**src/rtl/jam_light_sequencer.sv**
```systemverilog
// jam_light_sequencer: serves jammed roads one at a time, round-robin.
// It handshakes with jam_counter through jam_counter_en, jam_start and
// jam_rotation. Each green window is followed by a yellow phase and one
// all-red clearance cycle. Every output is taken straight from a flop.
module jam_light_sequencer #(
  parameter int N_ROADS       = 4,
  parameter int YELLOW_CYCLES = 3
) (
  input  logic                       clk,
  input  logic                       rst,
  input  logic [N_ROADS-1:0]         jam_roads,
  input  logic                       jam_start,
  input  logic                       jam_rotation,
  output logic                       jam_counter_en,
  output logic [N_ROADS-1:0]         green,
  output logic [N_ROADS-1:0]         yellow,
  output logic [N_ROADS-1:0]         red,
  output logic [$clog2(N_ROADS)-1:0] active_road,
  output logic                       jam_mode
);

  localparam int RW = $clog2(N_ROADS);
  localparam int CW = $clog2(YELLOW_CYCLES + 1);

  typedef enum logic [2:0] {IDLE, ARM, GREEN, YELLOW, ALL_RED} state_t;

  state_t               state, state_n;
  logic [RW-1:0]        last_road, last_road_n, active_road_n;
  logic [CW-1:0]        ycnt, ycnt_n;
  logic [N_ROADS-1:0]   green_n, yellow_n;
  logic                 en_n;
  logic [RW-1:0]        sel;

  // Round-robin pick: first jammed road after 'last', wrapping, with 'last'
  // itself as the final candidate so a lone jammed road is served again.
  function automatic logic [RW-1:0] rr_pick(input logic [N_ROADS-1:0] req,
                                            input logic [RW-1:0]      last);
    logic [RW-1:0] pick;
    logic          found;
    int            idx;
    pick  = last;
    found = 1'b0;
    for (int k = 1; k <= N_ROADS; k++) begin
      idx = int'(last) + k;
      if (idx >= N_ROADS) idx = idx - N_ROADS;
      if (!found && req[idx]) begin
        pick  = RW'(idx);
        found = 1'b1;
      end
    end
    return pick;
  endfunction

  assign sel = rr_pick(jam_roads, last_road);

  // Next-state and next-output logic; lamps and enable are computed here
  // and registered below, so the outputs change on the deciding edge.
  always_comb begin
    state_n       = state;
    green_n       = green;
    yellow_n      = yellow;
    en_n          = jam_counter_en;
    active_road_n = active_road;
    last_road_n   = last_road;
    ycnt_n        = ycnt;
    case (state)
      IDLE: begin
        green_n  = '0;
        yellow_n = '0;
        en_n     = 1'b0;
        if (|jam_roads) begin
          state_n = ARM;
          en_n    = 1'b1;
        end
      end
      ARM: begin
        green_n  = '0;
        yellow_n = '0;
        en_n     = 1'b1;
        // An emptied jam set wins over a simultaneous window start.
        if (jam_roads == '0) begin
          state_n = IDLE;
          en_n    = 1'b0;
        end else if (jam_start) begin
          state_n       = GREEN;
          green_n       = '0;
          green_n[sel]  = 1'b1;
          active_road_n = sel;
          last_road_n   = sel;
        end
      end
      GREEN: begin
        en_n = 1'b1;
        if (jam_rotation || !jam_roads[active_road]) begin
          // Dropping the enable restarts jam_counter for the next window.
          state_n               = YELLOW;
          en_n                  = 1'b0;
          green_n               = '0;
          yellow_n              = '0;
          yellow_n[active_road] = 1'b1;
          ycnt_n                = CW'(YELLOW_CYCLES);
        end
      end
      YELLOW: begin
        en_n = 1'b0;
        if (ycnt <= CW'(1)) begin
          state_n  = ALL_RED;
          yellow_n = '0;
        end else begin
          ycnt_n = ycnt - CW'(1);
        end
      end
      ALL_RED: begin
        green_n  = '0;
        yellow_n = '0;
        if (|jam_roads) begin
          state_n = ARM;
          en_n    = 1'b1;
        end else begin
          state_n = IDLE;
          en_n    = 1'b0;
        end
      end
      default: begin
        state_n  = IDLE;
        green_n  = '0;
        yellow_n = '0;
        en_n     = 1'b0;
      end
    endcase
  end

  // State and registered outputs; reset discards any pending selection.
  always_ff @(posedge clk) begin
    if (rst) begin
      state          <= IDLE;
      green          <= '0;
      yellow         <= '0;
      red            <= '1;
      jam_counter_en <= 1'b0;
      active_road    <= '0;
      jam_mode       <= 1'b0;
      last_road      <= RW'(N_ROADS - 1);
      ycnt           <= '0;
    end else begin
      state          <= state_n;
      green          <= green_n;
      yellow         <= yellow_n;
      red            <= ~(green_n | yellow_n);
      jam_counter_en <= en_n;
      active_road    <= active_road_n;
      jam_mode       <= (state_n != IDLE);
      last_road      <= last_road_n;
      ycnt           <= ycnt_n;
    end
  end

endmodule

```
**config.mk**
```make
export PLATFORM = sky130hd
export DESIGN_NAME = jam_light_sequencer
export DESIGN_NICKNAME = d
export VERILOG_FILES = /design/src/rtl/jam_light_sequencer.sv
export SDC_FILE = /design/constraint.sdc
export NUM_CORES = 1
export LEC_CHECK = 0
export ABC_AREA = 1
export CAP_MARGIN = 10
export CORE_MARGIN = 2
export CORE_UTILIZATION = 50
export CTS_CLUSTER_SIZE = 14
export DETAILED_ROUTE_END_ITERATION = 6
export PLACE_DENSITY = 0.82
export SLEW_MARGIN = 15
export SYNTH_ARGS = -nofsm -noshare
export SYNTH_HDL_FRONTEND = slang
export SYNTH_SLANG_ARGS = --single-unit
```
**constraint.sdc**
```tcl
create_clock -name clk -period 3 [get_ports clk]
set_input_delay 0.45 -clock clk [delete_from_list [all_inputs] [get_ports clk]]
set_output_delay 0.45 -clock clk [all_outputs]
set_load 0.02 [all_outputs]
```
==> flow_summary.toml <==
[run_status]
status = "finished clean"

[cells_and_area]
area_growth_pct = 22.7
drive_gt1_frac = 0.103
n_antenna_cell = 0
final_core_utilization = 0.666
nNetsFinal = 223
num-fill-cells = 213

[power]
power.density_nw_per_um2 = 481
sw_frac_of_total = 0.361
irDropWorstVdd_uv = 301
combPwrFrac = 0.327
power.net_switching_uw = 261
intPower_uw = 461
power_frac_seq = 0.474
p_leak_uw = 0.000709
p_clk_frac = 0.199

[critical_path]
regToRegSetupSlack_ps = 1200
cp_slowest_stage_delay_ps = 640
r2r_end = "red[0]"
required_ps = 2550
cp-end-kind = "primary output"
worstReg2RegStart = "last_road[0]"
crit_chain = "clkdlybuf4s50_1"
path_delay_family = "buffers and inverters"
critPathKind = "flip-flop to primary output"
slowest_stage = "clkdlybuf4s50_1"
ff2ff_path_depth = 13
worstPathArrival_ps = 1420
start_kind = "flip-flop"
critPathBufInv = 1
startpoint = "active_road[1]"
crit_fanout = 6

[yosys]
synth.top_cell.area_share = 0.376
synth_edf_count = 0
yosysMostFrequentCell = "nand2_1"
ys_seq_area_frac = 0.376
synthesis.instances = 188
post-synth-top-area-cell = "dfxtp_1"
synth_area_leaders = "dfxtp_1 (38%), nand2_1 (24%), nand3_1 (6.1%), inv_1 (5.2%), nor2_1 (4.3%)"
synth.avg_cell_area_sq_um = 6.51
synth-main-ff-cell = "dfxtp_1"
synth_cell_types = 25
synth_seq_cells = 23
syn_area_sq_um = 1220
synth_common_cells = "nand2_1 (77), dfxtp_1 (23), inv_1 (17)"
ys_warn_count = 0
async_flop_share = 0
syn-num-nets = 197

[timing]
final_max_slew_viol_count = 0
max_freq_mhz = 535
fin_setup_tns_ps = 0
rsz0062_at_grt = "no"
skew_ps = 5.51
slew_headroom = 0.597
setup-violations-final = 0
worst_slew_pin_slew_ps = 602
period_needed_ps = 1870
hold_viol_final = 0
post-route-period-util = 0.623

[grt]
grt_antenna_before_repair = 0
met1_usage = 0.267
grt_pass1_vias = 1096
use_met3 = 0.0480
grt_util_met2 = 0.387
grt_overflow = 0
gr-usage-all-layers = 0.225
busiest_layer = "met2"
grt_start_max_net_pins = 16
grt_pass1_wl_um = 4620

[drt]
dr.pass1.iters = 4
drt-wirelength-per-cell_um = 11.7
detail-route-antenna-nets = 0
wirelength_um = 2810
drc = 0
vias_per_cell = 5.28
drt_iter0_markers = 44
vias = 1273

[placed_design]
dpl.hpwl_um = 2270
io_buffer_count = 23
finalWeightedCongestion = 0.824

[floorplanning]
core_area_sq_um = 2250
die-area_sq_um = 2860
initial_core_util = 0.543
die_h_um = 53.5
die_w_um = 53.5
ios = 24
row_count = 17

[clock_tree]
cts_hold_buf = 0
cts_buffers = 3
numClockSinks = 23
cts.clk_slew.worst_paths_ps = 130
cts_setup_buffers = 0
ctsResizeCount = 0
cts.path.max_buffers = 2
clock_latency_ps = 310
cts_tree = "yes"
h-tree-depth = 1
clockRootBuffer = "clkbuf_4"

[flow_run]
drv_cap = 0

[hold_path]
min_from = "ycnt[0]"
whs_path_depth = 1
hold_class = "flip-flop to flip-flop"
min_to = "ycnt[0]"
worst register-to-register path: stages, from the launching register on:
cell,delay (ps)
dfxtp_1,640
inv_6,100
nand2_1,90
nand2_1,80
nand2_2,120
nand2_4,80
inv_4,70
nand3_4,70
nand2_1,70
nand2_1,90
nor2_2,110
nand2_1,80
nand3_1,70
nand2_1,50
layer usage:
layer	vias to the layer above	wire, um
met5	-	0
met1	586	1210
li1	647	-
met4	0	43
met2	33	1440
met3	7	126
cell type report:
cell class / count / area (sq um) / area share
clock inverter: 1 / 5.00 / 0.00333
inverter: 21 / 86.3 / 0.0575
multi-input combinational: 142 / 662 / 0.441
tap: 28 / 35.0 / 0.0233
sequential: 23 / 460 / 0.307
timing repair buffer: 23 / 230 / 0.153
clock buffer: 3 / 22.5 / 0.0150
registers in the layout, indices dropped and copies added (netlist names):
| name | flops |
|---|---|
| green | 4 |
| red | 4 |
| yellow | 4 |
| state | 3 |
| active_road | 2 |
| last_road | 2 |
| ycnt | 2 |
| jam_counter_en | 1 |
| jam_mode | 1 |
worst max-delay path by stage:
stage | endpoint | slack, ps | cells past startpoint
final | active_road[1] | 1130 | 1
after global routing | red[0] | 970 | 10
after CTS | active_road[0] | 1130 | 1
after detailed placement | red[0] | 820 | 10
after global placement | red[0] | 920 | 10
after floorplan | red[2] | 1570 | 9
cells in the final DEF, fill, tap and decap left out:
cell type and n:
nand2_1 77, dfxtp_1 23, clkdlybuf4s50_1 23, inv_1 17, nand3_1 15, nor2_1 14, o21ai_0 8, nand2_2 7
a21oi_1 4, nor3_1 3, clkbuf_4 3, nand2_4 2, o211ai_1 2, nor2_2 2, a21oi_2 2, inv_2 1
nor3_2 1, clkinv_1 1, inv_6 1, o21ai_1 1, inv_4 1, nand3_4 1, a211oi_1 1, a31oi_1 1
ha_1 1, clkinv_2 1
power groups by stage:
| stage | combinational (uW) | sequential (uW) | clock, uW |
|---|---|---|---|
| after floorplan | 159 | 357 | 0 |
| after global placement | 228 | 347 | 0 |
| after detailed placement | 236 | 349 | 0 |
| after CTS | 237 | 342 | 146 |
| after global routing | 264 | 345 | 156 |
| final | 236 | 342 | 143 |
cells by family after synthesis:
family                   count (synthesis)  share of synthesized area
buffers and inverters                   23                     0.0828
adder cells (fa/ha/maj)                  1                     0.0102
flip-flops                              23                      0.376
AO/OA/AOI/OAI                           19                     0.0910
AND/OR/NAND/NOR                        122                      0.440
per-stage QoR:
| step | setup WS, ps | hold slack (ps) | area (sq um) | instances | power, uW |
|---|---|---|---|---|---|
| 2_1_floorplan | 1570 | 430 | 1220 | 188 | 516 |
| 3_3_place_gp | 919 | 446 | 1470 | 237 | 575 |
| 3_5_place_dp | 818 | 478 | 1470 | 237 | 585 |
| 4_1_cts | 1130 | 501 | 1500 | 241 | 724 |
| 5_1_grt | 973 | 536 | 1500 | 241 | 765 |
| 6_report | 1130 | 508 | 1500 | 241 | 722 |
Power figures use the tool's default switching activity.
==> patch 1, RTL diff (same flow settings) <==
Change the parameter `N_ROADS` from 4 to 2.
--- a/src/rtl/jam_light_sequencer.sv
+++ b/src/rtl/jam_light_sequencer.sv
@@ -4,5 +4,5 @@
 // all-red clearance cycle. Every output is taken straight from a flop.
 module jam_light_sequencer #(
-  parameter int N_ROADS       = 4,
+  parameter int N_ROADS       = 2,
   parameter int YELLOW_CYCLES = 3
 ) (
Ports: changed (5 resized); port bits go from 24 to 15. The function was not compared with the original's and may differ.
==> patch 1 against the original RTL <==
- sequential power decreased by 36%
- via count fell by 45%
- sequential cell count down 8
- area after synthesis shrank 39%
- critical path depth did not move
- worst setup slack better by 110 ps
- cell area fell by 38%
- power fell by 42%
- die area shrank 36%
- non-clock buffer count fell by 9
- sequential share of layout area up 1.5 points
- wire length down 48%
- worst hold slack worse by 17 ps
- combinational power fell by 64%
- highest routed layer unchanged
==> patch 1: results (changes against the original RTL) <==
{
  "outcome": {"value": "complete, no violations"},
  "crit_path_start": {"value": "active_road"},
  "gr-usage-met3": {"value": 2.98, "unit": "%", "change": "-1.8 points"},
  "synth_fp_nets": {"value": 115, "change": "-42%"},
  "static-leakage-power": {"value": 0.478, "unit": "nW", "change": "-33%"},
  "met3WireLength": {"value": 40, "unit": "um", "change": "-68%"},
  "multi_input_comb_area": {"value": 368, "unit": "um^2", "change": "-44%"},
  "worst_skew_pair.late_latency": {"value": 280, "unit": "ps", "change": "-30 ps"},
  "ys_top_cells_by_area": {"value": "dfxtp_1, nand2_1, inv_1, nor2_1, nand3_1"},
  "grt_pass1_wl": {"value": 2590, "unit": "um", "change": "-44%"},
  "worst_slew_pin_slew": {"value": 300, "unit": "ps", "change": "-302 ps"},
  "clkTransAtPathRegs": {"value": 90, "unit": "ps", "change": "-40 ps"},
  "finish.net_count": {"value": 134, "change": "-40%"},
  "dpl-instance-area": {"value": 908, "unit": "um^2", "change": "-38%"},
  "timing.clock.skew": {"value": 2.73, "unit": "ps", "change": "-2.78 ps"},
  "finalNonFillerCells": {"value": 141, "change": "-41%"},
  "global_route.usage.met1": {"value": 22.6, "unit": "%", "change": "-4.0 points"},
  "nFillCells": {"value": 117, "change": "-45%"},
  "share_clk_of_total_power": {"value": 27.8, "unit": "%", "change": "+7.9 points"},
  "layout.clock.cell_area_share": {"value": 2.81, "unit": "%", "change": "+0.98 points"},
  "detail_route.wirelength.met1": {"value": 714, "unit": "um", "change": "-41%"},
  "power.ir.vdd_worst": {"value": 224, "unit": "uV", "change": "-26%"},
  "dp_worst_setup_slack": {"value": 1200, "unit": "ps", "change": "+379 ps"},
  "syn_inst": {"value": 108, "change": "-43%"},
  "cell_area_after_technology_mapping": {"value": 749, "unit": "um^2", "change": "-39%"},
  "num-nonclk-buffers": {"value": 14, "change": "-39%"},
  "detail_route.vias_per_cell": {"value": 4.98, "change": "-5.7%"},
  "hold_path_startpoint": {"value": "last_road"},
  "cts_sinks": {"value": 15, "change": "-35%"},
  "groute.layer.met2.usage": {"value": 31.5, "unit": "%", "change": "-7.2 points"},
  "comb_cell_power": {"value": 0.0839, "unit": "mW", "change": "-64%"},
  "ys_top_cells_by_count": {"value": "nand2_1, inv_1, dfxtp_1, nor2_1, nand3_1"}
}
==> patch 1: cell types whose count changed after synthesis, sizes merged, moves of 2 or more <==
| cell | before | now |
|---|---|---|
| a21oi | 6 | 0 |
| dfxtp | 23 | 15 |
| nand2 | 86 | 32 |
| nand3 | 16 | 9 |
| nand4 | 0 | 3 |
| o211ai | 2 | 0 |
| o21ai | 9 | 5 |
==> patch 1: kinds of logic (layout without fill, tap and decap cells) <==
logic type / count (synthesis) / in the layout
AOI/OAI and AO/OA: 7 / 7
adders and majority gates: 1 / 1
buffers and inverters: 21 / 39
DFF: 15 / 15
and+or+nand+nor: 64 / 64
==> patch 1: final timing paths <==
| check | to | slack [ps] | cells after the start |
|---|---|---|---|
| setup / recovery | active_road | 1240 | 1 |
| hold / removal | last_road | 490 | 2 |
| setup reg to reg | red[1] | 1580 | 10 |
| hold reg to reg | last_road | 490 | 2 |
==> patch 2, RTL diff (same flow settings) <==
Made on the original files. Put one more register stage on the output `red`, cleared by the reset. The value now appears one clock later. The other outputs are not delayed to match. Comments in the files are not updated.
--- a/src/rtl/jam_light_sequencer.sv
+++ b/src/rtl/jam_light_sequencer.sv
@@ -24,4 +24,6 @@
 
   typedef enum logic [2:0] {IDLE, ARM, GREEN, YELLOW, ALL_RED} state_t;
+
+  logic [N_ROADS-1:0] red_s0;
 
   state_t               state, state_n;
@@ -137,5 +139,5 @@
       green          <= '0;
       yellow         <= '0;
-      red            <= '1;
+      red_s0         <= '1;
       jam_counter_en <= 1'b0;
       active_road    <= '0;
@@ -147,5 +149,5 @@
       green          <= green_n;
       yellow         <= yellow_n;
-      red            <= ~(green_n | yellow_n);
+      red_s0         <= ~(green_n | yellow_n);
       jam_counter_en <= en_n;
       active_road    <= active_road_n;
@@ -156,4 +158,12 @@
   end
 
+  always_ff @(posedge clk) begin
+    if (rst) begin
+      red <= '0;
+    end else begin
+      red <= red_s0;
+    end
+  end
+
 endmodule
 
Check against the original RTL: not equivalent (a bounded check fails within 4 cycles, from zero or initial values and one cycle with rst high).
==> patch 2 against the original RTL <==
- fmax fell by 1.6%
- sequential cell count rose by 4
- count of clock-buffer cells in the layout did not move
- utilization fell by 1.8 points
- wire length fell by 3.7%
- power rose by 21%
- first-iteration DRC count fell by 32%
- global-route usage fell by 4.5 points
- sequential share of layout area rose by 2.1 points
- die area rose by 11%
- worst setup slack got worse by 31 ps
- cell area rose by 9.7%
- area after synthesis rose by 12%
- clock skew fell by 4.3 ps
- critical path type unchanged
- critical endpoint is now active_road[0]
- largest cell class unchanged
- largest power group unchanged
==> patch 2: results (changes against the original RTL) <==
{
  "worst-endpoint-arrival": {"value": 1450, "unit": "ps", "change": "+30 ps"},
  "dp_worst_setup_slack": {"value": 908, "unit": "ps", "change": "+90.4 ps"},
  "hold_path_depth": {"value": 2, "change": "+1"},
  "outcome": {"value": "complete, no violations"},
  "largest_net_degree_at_the_start_of_global_routing": {"value": 21, "change": "+5"},
  "yosysSeqAreaShare": {"value": 39.4, "unit": "%", "change": "+1.8 points"},
  "finalNonFillerCells": {"value": 255, "change": "+5.8%"},
  "wl_met2": {"value": 1270, "unit": "um", "change": "-12%"},
  "routed-via-count": {"value": 1275, "change": "+0.16%"},
  "post_synth_num_cell_types": {"value": 24, "change": "-4.0%"},
  "synth_adder_area_share": {"value": 0.912, "unit": "%", "change": "-0.11 points"},
  "switching_share": {"value": 36.3, "unit": "%", "change": "+0.16 points"},
  "synth_fp_nets": {"value": 209, "change": "+6.1%"},
  "hold_path_startpoint": {"value": "red_s0[0]"},
  "grt_pass1_wl": {"value": 4640, "unit": "um", "change": "+0.43%"},
  "gp_routability_congestion": {"value": 0.830, "change": "+0.73%"},
  "first_global_vias": {"value": 1109, "change": "+1.2%"},
  "nFillCells": {"value": 236, "change": "+11%"},
  "highest_metal_used": {"value": "met3"},
  "groute.layer.met2.usage": {"value": 29.4, "unit": "%", "change": "-9.3 points"},
  "finish.net_count": {"value": 235, "change": "+5.4%"},
  "holdPathEnd": {"value": "red[0]"},
  "r2r_depth": {"value": 11, "change": "-2"},
  "gr-usage-met3": {"value": 3.92, "unit": "%", "change": "-0.89 points"},
  "ys_top_cells_by_area": {"value": "dfxtp_1, nand2_1, inv_1, nand3_1, nor2_1"},
  "finalWorstSetupSlack": {"value": 1100, "unit": "ps", "change": "-31.1 ps"},
  "slew_headroom": {"value": 68.5, "unit": "%", "change": "+8.8 points"},
  "first_pass_drt_iterations": {"value": 5, "change": "+1"},
  "syn_inst": {"value": 200, "change": "+6.4%"},
  "timing.clock.skew": {"value": 1.25, "unit": "ps", "change": "-4.25 ps"},
  "dpl-instance-area": {"value": 0.00162, "unit": "mm^2", "change": "+9.9%"},
  "compound_gate_fraction_of_synth_area": {"value": 10.4, "unit": "%", "change": "+1.3 points"},
  "hpwl": {"value": 2150, "unit": "um", "change": "-5.5%"},
  "static-leakage-power": {"value": 0.788, "unit": "nW", "change": "+11%"},
  "placed_cells": {"value": 251, "change": "+5.9%"},
  "global_route.usage.met1": {"value": 24.3, "unit": "%", "change": "-2.4 points"}
}
==> patch 2: cell types whose count changed after synthesis, moves of 2 or more <==
cell | before | now
dfxtp_1 | 23 | 27
nand2_4 | 2 | 4
nor2_1 | 14 | 20
a21oi_2 | 2 | 5
inv_1 | 17 | 21
nand2_1 | 77 | 69
nor3_1 | 3 | 1
==> patch 2: power by group through the flow <==
stage	Clock (mW)	Combinational, mW	Sequential (mW)
5_1_grt	0.175	0.349	0.420
3_5_place_dp	0	0.311	0.423
3_3_place_gp	0	0.308	0.423
2_1_floorplan	0	0.221	0.434
4_1_cts	0.157	0.312	0.415
6_report	0.149	0.310	0.415
==> patch 2: layout make-up <==
type                       count  area, um^2  share of cell area [%]
tap                           30        37.5                    2.28
timing repair buffer          24         238                    14.4
multi-input combinational    145         701                    42.5
sequential                    27         541                    32.8
inverter                      25         104                    6.30
clock inverter                 1        5.00                   0.304
clock buffer                   3        22.5                    1.37
